[config.mk]
export PLATFORM = sky130hd
export DESIGN_NAME = cpu_mem_responder_flat
export DESIGN_NICKNAME = d
export VERILOG_FILES = /design/src/rtl/cpu_mem_responder_if.sv /design/src/rtl/cpu_mem_responder.sv /design/src/flat_wrapper.sv
export SDC_FILE = /design/constraint.sdc
export NUM_CORES = 1
export LEC_CHECK = 0
export CORE_UTILIZATION = 35
export CTS_BUF_LIST = sky130_fd_sc_hd__clkbuf_8
export DETAILED_ROUTE_END_ITERATION = 7
export SLEW_MARGIN = 10
export SYNTH_ARGS = -nofsm -noshare
export SYNTH_HDL_FRONTEND = slang
export SYNTH_SLANG_ARGS = --single-unit
[constraint.sdc]
create_clock -name clk -period 8 [get_ports clk]
set_clock_uncertainty 0.05 [all_clocks]
set_input_delay 1.6 -clock clk [delete_from_list [all_inputs] [get_ports clk]]
set_output_delay 1.6 -clock clk [all_outputs]
set_load 0.005 [all_outputs]
[src/rtl/cpu_mem_responder_if.sv]
// Handshake bundle between the CPU control-unit strobes and the memory responder.
interface cpu_mem_responder_if #(
    parameter int DATA_W = 8,
    parameter int ADDR_W = 5
);
    logic              ins_req;
    logic [ADDR_W-1:0] ins_addr;
    logic              da_req;
    logic              da_we;
    logic [ADDR_W-1:0] da_addr;
    logic [DATA_W-1:0] wdata;
    logic              load_en;
    logic [ADDR_W-1:0] load_addr;
    logic [DATA_W-1:0] load_data;
    logic [DATA_W-1:0] rdata_ins;
    logic [DATA_W-1:0] rdata_da;
    logic              ready;
    logic              ready_ins;
    logic              busy;
    logic              err;

    modport master (
        output ins_req, ins_addr, da_req, da_we, da_addr, wdata,
               load_en, load_addr, load_data,
        input  rdata_ins, rdata_da, ready, ready_ins, busy, err
    );

    modport slave (
        input  ins_req, ins_addr, da_req, da_we, da_addr, wdata,
               load_en, load_addr, load_data,
        output rdata_ins, rdata_da, ready, ready_ins, busy, err
    );
endinterface

[src/rtl/cpu_mem_responder.sv]
// Single-ported RAM responder serving fetch and data strobes with wait states,
// one pending slot per request type and a sticky error flag.
module cpu_mem_responder #(
    parameter int DATA_W      = 8,
    parameter int ADDR_W      = 5,
    parameter int WAIT_CYCLES = 1
) (
    input logic                clk,
    input logic                rst,
    cpu_mem_responder_if.slave bus
);
    localparam int DEPTH = 2 ** ADDR_W;
    localparam logic [3:0] CNT_INIT = (WAIT_CYCLES == 0) ? 4'd0 : 4'(WAIT_CYCLES - 1);

    typedef enum logic [1:0] {S_IDLE, S_WAIT, S_ACCESS, S_RESP} state_t;
    typedef enum logic [1:0] {K_INS, K_RD, K_WR} kind_t;

    localparam state_t S_FIRST = (WAIT_CYCLES == 0) ? S_ACCESS : S_WAIT;

    logic [DATA_W-1:0] mem [DEPTH];

    state_t            state_q, state_d;
    logic [3:0]        cnt_q, cnt_d;
    kind_t             kind_q, kind_d;
    logic [ADDR_W-1:0] addr_q, addr_d;
    logic [DATA_W-1:0] wdata_q, wdata_d;
    logic              pend_ins_q, pend_ins_d;
    logic [ADDR_W-1:0] pins_addr_q, pins_addr_d;
    logic              pend_da_q, pend_da_d;
    logic              pda_we_q, pda_we_d;
    logic [ADDR_W-1:0] pda_addr_q, pda_addr_d;
    logic [DATA_W-1:0] pda_wdata_q, pda_wdata_d;
    logic              ins_prev_q, da_prev_q;
    logic              err_q, err_d;
    logic              ready_q, ready_d;
    logic              ready_ins_q, ready_ins_d;
    logic [DATA_W-1:0] rdata_ins_q, rdata_ins_d;
    logic [DATA_W-1:0] rdata_da_q, rdata_da_d;

    logic              new_ins, new_da, take_ins, take_da;
    logic              in_ins, in_da, load_ok;
    logic              mem_we;
    logic [ADDR_W-1:0] mem_waddr;
    logic [DATA_W-1:0] mem_wdata;

    // A request is the first cycle of a high strobe; a held level is the same request.
    assign new_ins = bus.ins_req & ~ins_prev_q;
    assign new_da  = bus.da_req & ~da_prev_q;
    assign in_ins  = (state_q != S_IDLE) && (kind_q == K_INS);
    assign in_da   = (state_q != S_IDLE) && (kind_q != K_INS);
    assign load_ok = (state_q == S_IDLE) && !bus.ins_req && !bus.da_req
                     && !pend_ins_q && !pend_da_q;

    always_comb begin
        state_d     = state_q;
        cnt_d       = cnt_q;
        kind_d      = kind_q;
        addr_d      = addr_q;
        wdata_d     = wdata_q;
        pend_ins_d  = pend_ins_q;
        pins_addr_d = pins_addr_q;
        pend_da_d   = pend_da_q;
        pda_we_d    = pda_we_q;
        pda_addr_d  = pda_addr_q;
        pda_wdata_d = pda_wdata_q;
        err_d       = err_q;
        ready_d     = 1'b0;
        ready_ins_d = 1'b0;
        rdata_ins_d = rdata_ins_q;
        rdata_da_d  = rdata_da_q;
        mem_we      = 1'b0;
        mem_waddr   = addr_q;
        mem_wdata   = wdata_q;
        take_ins    = 1'b0;
        take_da     = 1'b0;

        case (state_q)
            S_IDLE: begin
                if (pend_ins_q || pend_da_q || new_ins || new_da) begin
                    state_d = S_FIRST;
                    cnt_d   = CNT_INIT;
                end
                if (pend_ins_q) begin
                    kind_d     = K_INS;
                    addr_d     = pins_addr_q;
                    pend_ins_d = 1'b0;
                end else if (pend_da_q) begin
                    kind_d    = pda_we_q ? K_WR : K_RD;
                    addr_d    = pda_addr_q;
                    wdata_d   = pda_wdata_q;
                    pend_da_d = 1'b0;
                end else if (new_ins) begin
                    kind_d   = K_INS;
                    addr_d   = bus.ins_addr;
                    take_ins = 1'b1;
                end else if (new_da) begin
                    kind_d  = bus.da_we ? K_WR : K_RD;
                    addr_d  = bus.da_addr;
                    wdata_d = bus.wdata;
                    take_da = 1'b1;
                end
            end
            S_WAIT: begin
                if (cnt_q == 4'd0) state_d = S_ACCESS;
                else               cnt_d   = cnt_q - 4'd1;
            end
            S_ACCESS: begin
                state_d     = S_RESP;
                ready_d     = 1'b1;
                ready_ins_d = (kind_q == K_INS);
                case (kind_q)
                    K_INS:   rdata_ins_d = mem[addr_q];
                    K_RD:    rdata_da_d  = mem[addr_q];
                    default: mem_we      = 1'b1;
                endcase
            end
            S_RESP:  state_d = S_IDLE;
            default: state_d = S_IDLE;
        endcase

        // Requests not taken this edge go to their pending slot unless that type is already owed.
        if (new_ins && !take_ins) begin
            if (pend_ins_q || in_ins) begin
                err_d = 1'b1;
            end else begin
                pend_ins_d  = 1'b1;
                pins_addr_d = bus.ins_addr;
            end
        end
        if (new_da && !take_da) begin
            if (pend_da_q || in_da) begin
                err_d = 1'b1;
            end else begin
                pend_da_d   = 1'b1;
                pda_we_d    = bus.da_we;
                pda_addr_d  = bus.da_addr;
                pda_wdata_d = bus.wdata;
            end
        end

        if (bus.load_en) begin
            if (load_ok) begin
                mem_we    = 1'b1;
                mem_waddr = bus.load_addr;
                mem_wdata = bus.load_data;
            end else begin
                err_d = 1'b1;
            end
        end
    end

    always_ff @(posedge clk or posedge rst) begin
        if (rst) begin
            state_q     <= S_IDLE;
            cnt_q       <= '0;
            kind_q      <= K_INS;
            addr_q      <= '0;
            wdata_q     <= '0;
            pend_ins_q  <= 1'b0;
            pins_addr_q <= '0;
            pend_da_q   <= 1'b0;
            pda_we_q    <= 1'b0;
            pda_addr_q  <= '0;
            pda_wdata_q <= '0;
            ins_prev_q  <= 1'b0;
            da_prev_q   <= 1'b0;
            err_q       <= 1'b0;
            ready_q     <= 1'b0;
            ready_ins_q <= 1'b0;
            rdata_ins_q <= '0;
            rdata_da_q  <= '0;
        end else begin
            state_q     <= state_d;
            cnt_q       <= cnt_d;
            kind_q      <= kind_d;
            addr_q      <= addr_d;
            wdata_q     <= wdata_d;
            pend_ins_q  <= pend_ins_d;
            pins_addr_q <= pins_addr_d;
            pend_da_q   <= pend_da_d;
            pda_we_q    <= pda_we_d;
            pda_addr_q  <= pda_addr_d;
            pda_wdata_q <= pda_wdata_d;
            ins_prev_q  <= bus.ins_req;
            da_prev_q   <= bus.da_req;
            err_q       <= err_d;
            ready_q     <= ready_d;
            ready_ins_q <= ready_ins_d;
            rdata_ins_q <= rdata_ins_d;
            rdata_da_q  <= rdata_da_d;
        end
    end

    // RAM is not reset; a write pending while rst is high is simply dropped.
    always_ff @(posedge clk) begin
        if (mem_we && !rst) mem[mem_waddr] <= mem_wdata;
    end

    assign bus.busy      = (state_q != S_IDLE);
    assign bus.ready     = ready_q;
    assign bus.ready_ins = ready_ins_q;
    assign bus.rdata_ins = rdata_ins_q;
    assign bus.rdata_da  = rdata_da_q;
    assign bus.err       = err_q;
endmodule

[src/flat_wrapper.sv]
// flat-port wrapper written by rule: the top's interface ports become plain ports
module cpu_mem_responder_flat 
#(
    parameter int DATA_W      = 8,
    parameter int ADDR_W      = 5,
    parameter int WAIT_CYCLES = 1
)
  (clk, rst, bus_ins_req, bus_ins_addr, bus_da_req, bus_da_we, bus_da_addr, bus_wdata, bus_load_en, bus_load_addr, bus_load_data, bus_rdata_ins, bus_rdata_da, bus_ready, bus_ready_ins, bus_busy, bus_err);
  cpu_mem_responder_if #(.DATA_W(DATA_W), .ADDR_W(ADDR_W)) bus_i ();
  input logic clk;
  input logic rst;
  input wire logic [$bits(bus_i.ins_req)-1:0] bus_ins_req;
  input wire logic [$bits(bus_i.ins_addr)-1:0] bus_ins_addr;
  input wire logic [$bits(bus_i.da_req)-1:0] bus_da_req;
  input wire logic [$bits(bus_i.da_we)-1:0] bus_da_we;
  input wire logic [$bits(bus_i.da_addr)-1:0] bus_da_addr;
  input wire logic [$bits(bus_i.wdata)-1:0] bus_wdata;
  input wire logic [$bits(bus_i.load_en)-1:0] bus_load_en;
  input wire logic [$bits(bus_i.load_addr)-1:0] bus_load_addr;
  input wire logic [$bits(bus_i.load_data)-1:0] bus_load_data;
  output wire logic [$bits(bus_i.rdata_ins)-1:0] bus_rdata_ins;
  output wire logic [$bits(bus_i.rdata_da)-1:0] bus_rdata_da;
  output wire logic [$bits(bus_i.ready)-1:0] bus_ready;
  output wire logic [$bits(bus_i.ready_ins)-1:0] bus_ready_ins;
  output wire logic [$bits(bus_i.busy)-1:0] bus_busy;
  output wire logic [$bits(bus_i.err)-1:0] bus_err;
  assign bus_i.ins_req = bus_ins_req;
  assign bus_i.ins_addr = bus_ins_addr;
  assign bus_i.da_req = bus_da_req;
  assign bus_i.da_we = bus_da_we;
  assign bus_i.da_addr = bus_da_addr;
  assign bus_i.wdata = bus_wdata;
  assign bus_i.load_en = bus_load_en;
  assign bus_i.load_addr = bus_load_addr;
  assign bus_i.load_data = bus_load_data;
  assign bus_rdata_ins = bus_i.rdata_ins;
  assign bus_rdata_da = bus_i.rdata_da;
  assign bus_ready = bus_i.ready;
  assign bus_ready_ins = bus_i.ready_ins;
  assign bus_busy = bus_i.busy;
  assign bus_err = bus_i.err;
  cpu_mem_responder #(.DATA_W(DATA_W), .ADDR_W(ADDR_W), .WAIT_CYCLES(WAIT_CYCLES)) u_core (.clk(clk), .rst(rst), .bus(bus_i));
endmodule
Word-level counts from Yosys, hierarchy flattened
Memory sizes are Yosys's and may differ from the RTL's.
Cells that the tools add are included.
- mux-type cells: 53
- $add $sub $neg: 1
- reduce and logical (&&, ||, !) cells: 38
- equality and inequality tests: 8
- bitwise logic cells: 7
- operator list (operator ; number):
    8-bit 2-to-1 mux ; 5
    1-bit 2-to-1 mux ; 30
    5-bit 2-to-1 mux ; 6
    2-bit 2-to-1 mux ; 8
    2-bit AND reduction ; 6
    1-bit logical AND ; 9
    4-bit 2-to-1 mux ; 2
    2-bit case mux with 4 select lines ; 1
    4-bit case mux with 2 select lines ; 1
    2-bit nonzero test ; 4
    1-bit logical NOT ; 7
    1-bit logical OR ; 5
    1-bit NOT ; 5
    2-bit by 1-bit == test with 1-bit output, second input constant ; 2
    2-bit == test, second input constant ; 2
    2-bit logical NOT ; 2
    4-bit logical NOT ; 1
    2-bit by 1-bit inequality test with 1-bit output, second input constant ; 2
    2-bit inequality test, second input constant ; 2
    4-bit AND reduction ; 1
    4-bit nonzero test ; 1
    4-bit by 1-bit subtractor with 4-bit output, second input constant ; 1
    3-bit AND reduction ; 1
    1-bit bitwise AND ; 2
    2-bit OR reduction ; 1
- register bits: 63
- memory bits (writable): 256
- bits of input ports: 37
- output and inout port bits: 20
- memories: 1
- memories (name ; depth ; width ; read ports ; clocked after memory_dff ; wr ports ; line ; source):
    u_core.mem ; 32 ; 8 ; 1 ; 0 ; 1 ; cpu_mem_responder.sv:20 ; logic [DATA_W-1:0] mem [DEPTH];

Longest topological paths before layout
Gate-level depths: netlist (run 1).
- depth after elaboration: 13
- mapped depth: 10
- depth with buffers taken out: 7

Worst setup path after synthesis (run 1)
OpenSTA, ideal clock, no wires.
- kind: input to register
- start: input rst
- end: memory u_core.mem[26][0] (enable)
- data arrival time: 3.929 ns
- path slack: 3.649 ns
- stages on the path: 3
- setup time: 0.372 ns
- buffers on the path: 0
- path through: inv_1 o21ai_0 nor2_1
- cells in the longest elaborated chain, start to end: 4
- RTL lines (item ; line ; source):
    start: declaration ; flat_wrapper.sv:11 ; input logic rst;
    1-bit logical NOT (no source line) ; - ;
    1-bit logical AND ; cpu_mem_responder.sv:196 ; if (mem_we && !rst) mem[mem_waddr] <= mem_wdata;
    1-bit 2-to-1 mux ; cpu_mem_responder.sv:196 ;
    1-bit 2-to-1 mux (implied by the code) ; cpu_mem_responder.sv:196 ;
    end: declaration ; cpu_mem_responder.sv:20 ;
Every way passes these cells.

Worst setup path in the final report (run 1)
- start: input bus_da_req
- end: memory u_core.mem[5][4] (enable)
- cells in the longest elaborated chain, start to end: 9
- elaborated cells between the ends (all ways): 11
- classes of those cells: mux: 6; reduce/logical: 5
- RTL lines (item ; line ; source):
    start: declaration ; flat_wrapper.sv:14 ; input wire logic [$bits(bus_i.da_req)-1:0] bus_da_req;
    1-bit logical NOT * ; cpu_mem_responder.sv:51 ; assign load_ok = (state_q == S_IDLE) && !bus.ins_req && !bus.da_req
    1-bit logical AND * ; cpu_mem_responder.sv:51 ;
    1-bit logical AND * (2 in a row) ; cpu_mem_responder.sv:52 ; && !pend_ins_q && !pend_da_q;
    1-bit 2-to-1 mux ; cpu_mem_responder.sv:142 ; if (load_ok) begin
    1-bit 2-to-1 mux ; cpu_mem_responder.sv:141 ; if (bus.load_en) begin
    1-bit logical AND ; cpu_mem_responder.sv:196 ;
    1-bit 2-to-1 mux ; cpu_mem_responder.sv:196 ;
    1-bit 2-to-1 mux (implied by the code) ; cpu_mem_responder.sv:196 ;
Every way passes the cells marked *; elsewhere a longest branch is shown, timed or not.

==> results of run 1 <==
==> placed cells by master, fill, tap and decap left out, types with 8 or more instances in the layout <==
cell type	instances
edfxtp_1	256
mux2i_1	147
a22oi_1	64
dfrtp_1	62
clkdlybuf4s50_1	56
nor2_1	52
clkbuf_8	51
a21oi_1	48
nand2_1	44
mux2_2	29
inv_1	18
buf_4	18
nor3_1	15
clkinv_2	12
clkinv_1	12
o21ai_0	11
nand2b_1	10
a31oi_1	10
nor4_2	8
mux2_1	8
==> cell type report <==
| type | instances | area, µm² |
|---|---|---|
| Inverter | 9 | 33.8 |
| Tap cell | 511 | 639 |
| Timing Repair Buffer | 74 | 696 |
| Fill cell | 3421 | 22400 |
| Clock buffer | 51 | 702 |
| Multi-Input combinational cell | 504 | 3790 |
| Sequential cell | 319 | 9270 |
| Clock inverter | 36 | 180 |
==> metal layers <==
metal  global-route usage  up-vias
met5                    0        -
met4               0.0563        0
met3               0.0330       56
met2                0.248      270
met1                0.212     3726
li1                     -     3546
==> registers in the layout, summed over array words and instances, names as in the netlist, 2 cells and up <==
| signal | cells |
|---|---|
| u_core.wdata_q | 8 |
| u_core.mem | 256 |
| u_core.state_q | 2 |
| u_core.pda_wdata_q | 8 |
| u_core.addr_q | 5 |
| u_core.kind_q | 2 |
| u_core.pins_addr_q | 5 |
| u_core.bus.rdata_ins | 8 |
| u_core.pda_addr_q | 5 |
| u_core.bus.rdata_da | 8 |
| u_core.cnt_q | 4 |
==> critical path: cells and delay by family <==
family / cells / cell delay [ps]
buf+inv: 1 / 470
mux: 1 / 280
simple gates: 4 / 1830
==> cell families after synthesis <==
kind of cell	count (synthesis)
adders and majority gates	6
buffers and inverters	62
AOI/OAI and AO/OA	155
muxes	184
DFF	319
xor gates and xnor gates	1
and+or+nand+nor	158
==> final timing paths <==
| path | startpoint | to | slack, ps | depth (start not counted) |
|---|---|---|---|---|
| max | bus_da_req | u_core.mem[5][4] | 3920 | 6 |
| min | u_core.bus.rdata_da[3] | u_core.bus.rdata_da[3] | 440 | 1 |
| min reg2reg | u_core.bus.rdata_da[3] | u_core.bus.rdata_da[3] | 440 | 1 |
| max reg2reg | u_core.state_q[0] | u_core.mem[5][4] | 4490 | 7 |
| min in group asynchronous | rst | u_core.bus.rdata_da[2] | 1640 | 3 |
| max in group asynchronous | rst | u_core.addr_q[1] | 5660 | 3 |
==> metrics by stage <==
step,power (W),setup WS [ps],util
floorplan,0.00345,3650,-
global placement,0.00402,3480,0.382
detailed placement,0.00404,3470,0.382
CTS,0.00527,4050,0.406
global route,0.00549,3720,0.406
finish,0.00523,3920,0.406
==> where the power goes <==
| group | switching, W | leakage [nW] | internal [W] |
|---|---|---|---|
| logic | 0.00101 | 1.70 | 0.000647 |
| clock network | 0.000604 | 0.500 | 0.000624 |
| registers | 0.000175 | 3.03 | 0.00216 |
==> metrics.yaml, run 1 <==
synthesis:
  synth_common_cells: "edfxtp_1, mux2i_1, a22oi_1"
  ys_top_cells_by_area: "edfxtp_1, dfrtp_1, mux2i_1"
  async_flop_share: 0.197
  synth_cell_types: 47
  syn_avg_cell_area_um2: 15.2
  synth_top_family_by_area: "multiplexers"
  netlist.area_leader.share: 0.572
  ys.flop_type: "edfxtp_1"
  synth-edff-count: 256
  muxShareOfSynthArea: 0.140
  synth.net_count: 928
  synth_sequential_area_ratio: 0.689
  yosys_warnings: 0
  yosys.area.top_type: "edfxtp_1"
  post_synth_inst_count: 885
  synth-simple-area-share: 0.0584
  synth_most_common_cell: "edfxtp_1"
  synth.cell_area_um2: 13400
  synth_compound_area_frac: 0.0766
  synth_xor_xnor_area_share: 0.000652
  ys_ff_latch: 319
  synth-adder-area-share: 0.00559
drt:
  final_antenna_net_count: 0
  top_layer_used: "met4"
  vias: 7598
  routed_via_density: 5.05
  wl_met1_um: 13100
  met3_length_um: 2080
  drt-pass1-iter-count: 6
  wl_met2_um: 14100
  routed_wl_um: 30100
  drc: 0
  post_drt_wl_per_cell_um: 20.0
  drt_iter0_markers: 644
timing:
  hold_slack_ps: 444
  hold_viol_final: 0
  min_period_ps: 4080
  fmaxAchievable_ghz: 0.245
  slew_violations: 0
  setup_tns_ps: 0
  rsz0062_at_grt: "false"
  final-setup-viol-count: 0
  post-route-period-util: 0.509
  slew-limit-headroom: 0.345
  worstMarginPinSlew_ps: 982
clocking:
  cts_setup_buffers: 0
  clock_latency_ps: 560
  cts-root-buf: "clkbuf_8"
  cts_buffers: 50
  cts_resized: 0
  htree_levels: 2
  cts_max_path_buffers: 3
  clk_pin_slew_worst_paths_ps: 60
  cts.sinks: 319
  cts_tree: "built"
  cts_hold_repair.buffers: 0
floorplanning:
  die_x_um: 198
  coreArea_um2: 37800
  dieArea_um2: 39200
  io_pins: 57
  chipHeight_um: 198
  initial_core_util: 0.356
  rows: 71
critical_path:
  crit_slowest_cell: "nor2_1"
  crit_type: "input port to flop"
  cp-start-kind: "input port"
  path_cells: "clkdlybuf4s50_1, nor3_2, nand3_1, mux2i_1, nand2_1, nor2_1"
  crit_fanout: 12
  cp_data_arrival_time_ps: 4200
  critPathCaptureType: "flop"
  max_stage_delay_ps: 710
  critPathRequiredTime_ps: 8120
worst_hold_path:
  hold_class: "flop to flop"
layout:
  layout-drive-gt1-share: 0.132
  nets: 1001
  fin_cells: 1504
  diodes: 0
  area_growth_syn_to_layout_pct: 13.9
  fin_area_um2: 15300
place:
  dp.cells: 1417
  gp_congestion: 0.788
  hpwl_um: 19800
  postPlaceCellArea_um2: 14400
  port_buffers: 56
global_route:
  grt_pass1_wl_um: 45800
  grt_overflow: 0
  grt_usage: 0.156
  antenna_found_initial: 0
  grt_max_degree: 65
  grt_pass1_vias: 7627
pwr:
  leakagePower_nw: 5.23
  irDropWorstVdd_v: 0.000214
  power_density_nw_per_um2: 341
status:
  status: "finished clean"
run:
  drv_cap: 0
Power figures use the tool's default switching activity.
==> run 2, diff against run 1 <==
==> constraint.sdc (replaced) <==
create_clock -name clk -period 3.7 [get_ports clk]
set_clock_uncertainty 0.05 [all_clocks]
set_input_delay 0.74 -clock clk [delete_from_list [all_inputs] [get_ports clk]]
set_output_delay 0.74 -clock clk [all_outputs]
set_load 0.005 [all_outputs]
==> run 2 against run 1 <==
Effect of this change:
- total power is 130% higher
- largest cell class unchanged
- non-clock buffer count grew 26
- first-iteration DRC count is 6.1% lower
- combinational power is 130% higher
- largest power group unchanged
- die area unchanged
- critical endpoint is now u_core.mem[29][1]
- sequential cell count is the same
- sequential power increased by 110%
==> metrics.yaml, run 2 (same netlist as run 1, synthesis figures left out) <==
floorplanning:
  initial_core_util: 0.356  # unchanged
  io_pins: 57  # unchanged
  chipHeight_um: 198  # unchanged
  rows: 71  # unchanged
  die_x_um: 198  # unchanged
  coreArea_um2: 37800  # unchanged
  dieArea_um2: 39200  # unchanged
pwr:
  p_sw_w: 0.00396  # +120%
  intPower_w: 0.00790  # +130%
  p_comb_frac: 0.318  # about the same
  seq_power_share: 0.422  # -0.025
  clock_power_share: 0.260  # +0.025
  power_density_nw_per_um2: 753  # +120%
  irDropWorstVdd_v: 0.000491  # +130%
  netSwitchingFraction: 0.334  # -0.00890
  leakagePower_nw: 5.48  # +4.8%
clocking:
  cts.sinks: 319  # unchanged
  clock_latency_ps: 560  # about the same
  cts_hold_repair.buffers: 0  # unchanged
  cts_resized: 0  # unchanged
  clk_pin_slew_worst_paths_ps: 60  # about the same
  cts_setup_buffers: 0  # unchanged
  cts_buffers: 51  # +2.0%
  cts_tree: "built"
  cts-root-buf: "clkbuf_8"
  cts_max_path_buffers: 3  # unchanged
  htree_levels: 2  # unchanged
global_route:
  grt_pass1_vias: 8057  # +5.6%
  grt_overflow: 0  # unchanged
  grt_pass1_wl_um: 47700  # +4.2%
  grt_max_degree: 64  # -1.5%
  grt_busiest_layer: "met2"
  antenna_found_initial: 0  # unchanged
  grt_use_met1: 0.217  # +0.00562
  grt_usage: 0.163  # +0.00668
  grt_util_met3: 0.0305  # -0.00255
  use_met2: 0.264  # +0.0166
layout:
  seq_area_um2: 9270  # unchanged
  area_growth_syn_to_layout_pct: 17.3
  multi_input_area_um2: 3790  # unchanged
  num-fill-cells: 3434  # +0.38%
  largest_register_ffs: 256  # unchanged
  diodes: 0  # unchanged
  regMostFlops: "u_core.mem"
  layout-drive-gt1-share: 0.161  # +0.0289
  nets: 1028  # +2.7%
  final_cell_mix: "edfxtp_1, mux2i_1, a22oi_1"
  final_common_cell: "edfxtp_1"
status:
  status: "finished clean"
worst_hold_path:
  worstHoldStart: "u_core.bus.rdata_da[4]"
  hold_class: "flop to flop"
  worstHoldEndpoint: "u_core.bus.rdata_da[4]"
  holdPathStages: 1  # unchanged
timing:
  setup_tns_ps: 0  # unchanged
  hold_slack_ps: 443  # -1.68 ps
  worstMarginPinSlew_ps: 908  # -74.5 ps
  hold_viol_final: 0  # unchanged
  final-setup-viol-count: 0  # unchanged
  post-route-period-util: 0.769
  min_period_ps: 2850
  fmaxAchievable_ghz: 0.351
  slew_violations: 0  # unchanged
  rsz0062_at_grt: "false"
  slew-limit-headroom: 0.394  # +0.0490
drt:
  final_antenna_net_count: 0  # unchanged
  drt_iter0_markers: 605  # -6.1%
  routed_via_density: 5.06  # +0.15%
  drc: 0  # unchanged
  routed_wl_um: 31200  # +3.7%
  post_drt_wl_per_cell_um: 20.3  # +1.5%
  drt-pass1-iter-count: 5  # -1
  vias: 7776  # +2.3%
critical_path:
  cp_data_arrival_time_ps: 2970  # -1230 ps
  critPathRequiredTime_ps: 3830  # -4290 ps
  crit_fanout: 43  # +31
  reg2reg_slack_ps: 850  # -3640 ps
  r2r_cells: 8  # +1
  crit_type: "flop to flop"
  cp-start-kind: "flop"
  r2r-start: "u_core.state_q[0]"
  r2r-end: "u_core.mem[29][1]"
  critPathCaptureType: "flop"
run:
  drv_cap: 0  # unchanged
place:
  port_buffers: 56  # unchanged
  gp_congestion: 0.840  # +6.6%
  hpwl_um: 20300  # +2.8%
## run 2: cell count changes in the layout (fill, tap and decap cells not counted), sizes merged
cell / change
buf: +26
inv: +3
clkinv: -10
clkbuf: +12
bufinv: +2
## run 2: layout make-up
type	instances	area share
Clock inverter	31	0.0133
Inverter	9	0.00214
Clock buffer	63	0.0550
Multi-Input combinational cell	504	0.241
Tap cell	511	0.0406
Sequential cell	319	0.588
Timing Repair Buffer	100	0.0605
## run 2: how the worst max path moves through the flow
| stage | startpoint | endpoint | slack [ps] | depth (start not counted) |
|---|---|---|---|---|
| 2_1_floorplan | rst | u_core.mem[26][0] | 210 | 3 |
| 3_3_place_gp | bus_da_req | u_core.mem[27][1] | 420 | 7 |
| 3_5_place_dp | bus_ins_req | u_core.mem[29][1] | 380 | 7 |
| 4_1_cts | u_core.state_q[0] | bus_busy | 830 | 5 |
| 5_1_grt | u_core.state_q[0] | u_core.mem[27][6] | 700 | 8 |
| 6_report | u_core.state_q[0] | u_core.mem[29][1] | 850 | 8 |
## run 2: worst max-delay path: stages (launching register included)
cell and delay [ps]:
dfrtp_1 360, inv_1 90, ha_1 240, nor2b_4 150
and3_1 220, buf_12 180, or3_1 360, a21o_1 250
nor2_1 550
## run 2: power groups by stage
| stage | sequential, W | combinational (W) | clock [W] |
|---|---|---|---|
| 3_3_place_gp | 0.00507 | 0.00374 | 0 |
| 3_5_place_dp | 0.00508 | 0.00379 | 0 |
| 5_1_grt | 0.00506 | 0.00409 | 0.00331 |
| 2_1_floorplan | 0.00492 | 0.00254 | 0 |
| 6_report | 0.00501 | 0.00377 | 0.00309 |
| 4_1_cts | 0.00501 | 0.00379 | 0.00316 |
## run 2: routing by layer
layer / share of wire / up-vias / wire length (µm)
li1: - / 3601 / -
met1: 0.45 / 3847 / 13900
met2: 0.47 / 251 / 14600
met3: 0.055 / 77 / 1700
met4: 0.032 / 0 / 1010
met5: 0 / - / 0
## run 2: through the flow
stage                     total power [W]  cells  setup slack, ps  cell area (µm²)   util
after floorplan                   0.00746    885              209            13400      -
after detailed placement          0.00886   1443              383            14700  0.389
after global routing               0.0125   1537              699            15800  0.418
after CTS                          0.0120   1537              832            15800  0.418
final                              0.0119   1537              854            15800  0.418
after global placement            0.00881   1443              424            14700  0.389
==> run 3, diff against run 2 <==
==> constraint.sdc (replaced) <==
create_clock -name clk -period 2.56 [get_ports clk]
set_clock_uncertainty 0.05 [all_clocks]
set_input_delay 0.512 -clock clk [delete_from_list [all_inputs] [get_ports clk]]
set_output_delay 0.512 -clock clk [all_outputs]
set_load 0.005 [all_outputs]
==> run 3 against run 2 <==
Effect of this change:
- critical path depth up 1
- fmax increased by 18%
- total power grew 47%
- die area is the same
- worst setup slack lost 710 ps
- global-route usage fell by 0.23 points
- cell area increased by 3.5%
- first-iteration DRC count is 3.6% lower
- clock power is 34% higher
- largest cell class unchanged
- sequential share of layout area shrank 2.0 points
- critical path type unchanged
- sequential cell count unchanged
- combinational power grew 65%
==> metrics.yaml, run 3 (same netlist as run 1, synthesis figures left out) <==
status:
  status: "finished clean"
clocking:
  clk_pin_slew_worst_paths_ps: 60  # about the same
  cts_buffers: 53  # +3.9%
  cts_tree: "built"
  cts_max_path_buffers: 3  # unchanged
  cts_setup_buffers: 0  # unchanged
  cts.sinks: 319  # unchanged
  htree_levels: 2  # unchanged
  clock_latency_ps: 580  # +20 ps
  cts-root-buf: "clkbuf_8"
critical_path:
  crit_fanout: 30  # -30%
  cp_data_arrival_time_ps: 2640  # -330 ps
  critPathRequiredTime_ps: 2790  # -1040 ps
  crit_type: "flop to flop"
  critPathCaptureType: "flop"
  cp-start-kind: "flop"
floorplanning:
  coreArea_um2: 37800  # unchanged
  dieArea_um2: 39200  # unchanged
  io_pins: 57  # unchanged
  die_x_um: 198  # unchanged
  rows: 71  # unchanged
  chipHeight_um: 198  # unchanged
  initial_core_util: 0.356  # unchanged
timing:
  fmaxAchievable_ghz: 0.414  # +18%
  worstMarginPinSlew_ps: 801  # -107 ps
  slew-limit-headroom: 0.466  # +0.0718
  setup_tns_ps: 0  # unchanged
  hold_slack_ps: 445  # +2.68 ps
  rsz0062_at_grt: "false"
  slew_violations: 0  # unchanged
  min_period_ps: 2420  # -431 ps
  final-setup-viol-count: 0  # unchanged
  post-route-period-util: 0.943  # +0.174
  hold_viol_final: 0  # unchanged
place:
  gp_congestion: 0.797  # -5.1%
  hpwl_um: 20300  # about the same
  port_buffers: 56  # unchanged
layout:
  final_common_cell: "edfxtp_1"
  nets: 1087  # +5.7%
  final_cell_mix: "edfxtp_1, mux2i_1, buf_4"
  largest_register_ffs: 256  # unchanged
  regMostFlops: "u_core.mem"
  layout-drive-gt1-share: 0.214  # +0.0528
  area_growth_syn_to_layout_pct: 21.4
  diodes: 0  # unchanged
pwr:
  power_density_nw_per_um2: 1070  # +42%
  leakagePower_nw: 5.78  # +5.5%
  irDropWorstVdd_v: 0.000655  # +33%
drt:
  drt-pass1-iter-count: 5  # unchanged
  drc: 0  # unchanged
  drt_iter0_markers: 583  # -3.6%
  vias: 7886  # +1.4%
  routed_via_density: 4.94  # -2.4%
  post_drt_wl_per_cell_um: 19.3  # -4.8%
  final_antenna_net_count: 0  # unchanged
  routed_wl_um: 30900  # -1.1%
global_route:
  grt_usage: 0.161  # -0.00229
  grt_overflow: 0  # unchanged
  grt_pass1_wl_um: 47000  # -1.5%
  antenna_found_initial: 0  # unchanged
  grt_pass1_vias: 8010  # -0.58%
  grt_max_degree: 64  # unchanged
worst_hold_path:
  hold_class: "flop to flop"
run:
  drv_cap: 0  # unchanged
[run 3: worst max-delay path, stage by stage (launching register included)]
cell and delay (ps):
dfrtp_1 360, inv_1 90, ha_4 180, nor2b_4 140, and3_1 220, buf_12 180
or3_1 350, a21o_1 250, nor2_1 120, buf_4 180
[run 3: report_power, final]
group	switching, W	leakage, nW	internal (W)
clock	0.00200	0.559	0.00214
sequential	0.000359	3.03	0.00676
combinational	0.00354	2.19	0.00268
[run 3: final cells by class]
type	count	area, µm²
well taps	511	639
repair buffers	157	1550
clock inverters	41	215
inverters	9	37.5
clock buffers	56	771
multi-input cells	504	3840
flip-flops and latches	319	9270
fillers	3414	21400
[run 3: timing repair]
item / CTS / global route
hold buffers: 0 / 0
gates cloned: 0 / 0
endpoints found under the setup margin: 15 / 177
resized for setup: 3 / 11
[run 3: metrics by stage]
stage / instance area, µm² / util / setup WS [ps] / cells / power (W)
after floorplan: 13400 / - / 48.4 / 885 / 0.0108
after global placement: 15300 / 0.405 / -344 / 1500 / 0.0133
after detailed placement: 15300 / 0.405 / -385 / 1500 / 0.0134
after CTS: 16300 / 0.431 / 12.2 / 1597 / 0.0176
after global routing: 16300 / 0.432 / 34.2 / 1597 / 0.0184
final: 16300 / 0.432 / 145 / 1597 / 0.0175
[run 3: routing by layer]
| metal | vias to the layer above | track usage | wire length (µm) |
|---|---|---|---|
| li1 | 3735 | - | - |
| met4 | 0 | 0.0534 | 706 |
| met2 | 208 | 0.260 | 14700 |
| met5 | - | 0 | 0 |
| met1 | 3890 | 0.218 | 14000 |
| met3 | 53 | 0.0290 | 1470 |
[run 3: worst paths after layout]
kind	endpoint	startpoint	slack [ps]	cells past startpoint
max in group asynchronous	u_core.addr_q[1]	rst	1280	3
hold reg to reg	u_core.bus.rdata_da[7]	u_core.bus.rdata_da[7]	450	1
hold / removal	u_core.bus.rdata_da[7]	u_core.bus.rdata_da[7]	450	1
min in group asynchronous	u_core.addr_q[0]	rst	600	3
setup reg to reg	u_core.mem[27][3]	u_core.state_q[1]	140	9
setup / recovery	u_core.mem[27][3]	u_core.state_q[1]	140	9
==> patch: new RTL, flow settings as in run 3 <==
`DATA_W` is set to 8 in 3 places; all go to 10.
--- a/src/rtl/cpu_mem_responder_if.sv
+++ b/src/rtl/cpu_mem_responder_if.sv
@@ -1,5 +1,5 @@
 // Handshake bundle between the CPU control-unit strobes and the memory responder.
 interface cpu_mem_responder_if #(
-    parameter int DATA_W = 8,
+    parameter int DATA_W = 10,
     parameter int ADDR_W = 5
 );
--- a/src/rtl/cpu_mem_responder.sv
+++ b/src/rtl/cpu_mem_responder.sv
@@ -2,5 +2,5 @@
 // one pending slot per request type and a sticky error flag.
 module cpu_mem_responder #(
-    parameter int DATA_W      = 8,
+    parameter int DATA_W      = 10,
     parameter int ADDR_W      = 5,
     parameter int WAIT_CYCLES = 1
--- a/src/flat_wrapper.sv
+++ b/src/flat_wrapper.sv
@@ -2,5 +2,5 @@
 module cpu_mem_responder_flat 
 #(
-    parameter int DATA_W      = 8,
+    parameter int DATA_W      = 10,
     parameter int ADDR_W      = 5,
     parameter int WAIT_CYCLES = 1
Ports: changed (resized bus_load_data, bus_rdata_da, bus_rdata_ins and bus_wdata); port bits go from 57 to 65. The function was not compared with the original's and may differ.
==> patch against run 3 <==
  * Sequential cell count rose by 72
  * Design area rose by 22%
  * Total power rose by 22%
  * Cell count rose by 17%
  * Wire length rose by 25%
  * Area after synthesis rose by 20%
  * Via count rose by 19%
  * Setup slack got worse by 0.11 ns
  * Largest cell class unchanged
  * Largest power group unchanged
==> patch: results <==
[global_routing]
grt_max_degree = 58
antenna_found_initial = 2
grt_pass1_wl_um = 58000

[power]
p_leak_nw = 7.02

[critical_path]
r2r_cells = 11
cp.arrival_ns = 2.78
timing.rr.start = "u_core.state_q[0]"
crit_path_max_incr_delay_ns = 0.34
crit_fanout = 9

[cells_and_area]
buffer_area_frac = 0.0962
final_area_um2 = 19900
nClkBuffers = 76
multiInputGateArea_um2 = 4520
buffers = 183
inv_count = 11
drive_gt1_frac = 0.218

[worst_hold_path]
min_to = "u_core.pda_addr_q[2]"

[placement]
port_buffers = 64
dp_cells = 1741

[detailed_routing]
vias = 9413
detail_route.wl_per_cell_um = 20.6

[status]
outcome = "complete, no violations"

[sta]
fin_ws_ns = 0.0322
whs_ns = 0.436

[synthesis]
synth_edf_count = 320
yosysSeqAreaShare = 0.707
netlist_area_um2 = 16100

[clock_tree]
cts-resized-gates = 17
numCtsBuffers = 70
[patch: metal layers]
layer | track usage | part of all wire | vias up
met3 | 0.0359 | 0.053 | 63
met4 | 0.0599 | 0.022 | 4
li1 | - | - | 4373
met5 | 0 | 0.00062 | -
met1 | 0.215 | 0.44 | 4696
met2 | 0.273 | 0.49 | 277
[patch: where the power goes]
group	total, mW	switching [mW]	leakage, nW	internal, mW
Combinational	7.43	4.28	2.58	3.15
Sequential	8.55	0.297	3.70	8.25
Clock	5.34	2.50	0.743	2.83
Total	21.3	7.08	7.02	14.2
[patch: logic make-up (layout without fill, tap and decap cells)]
| family | Yosys count | after routing | synth area share |
|---|---|---|---|
| flops | 391 | 391 | 0.707 |
| simple gates | 159 | 159 | 0.0459 |
| mux | 224 | 224 | 0.142 |
| fa+ha+maj | 6 | 6 | 0.00466 |
| compound gates | 174 | 174 | 0.0711 |
| xor+xnor | 2 | 2 | 0.00109 |
| buf+inv | 70 | 320 | 0.0277 |
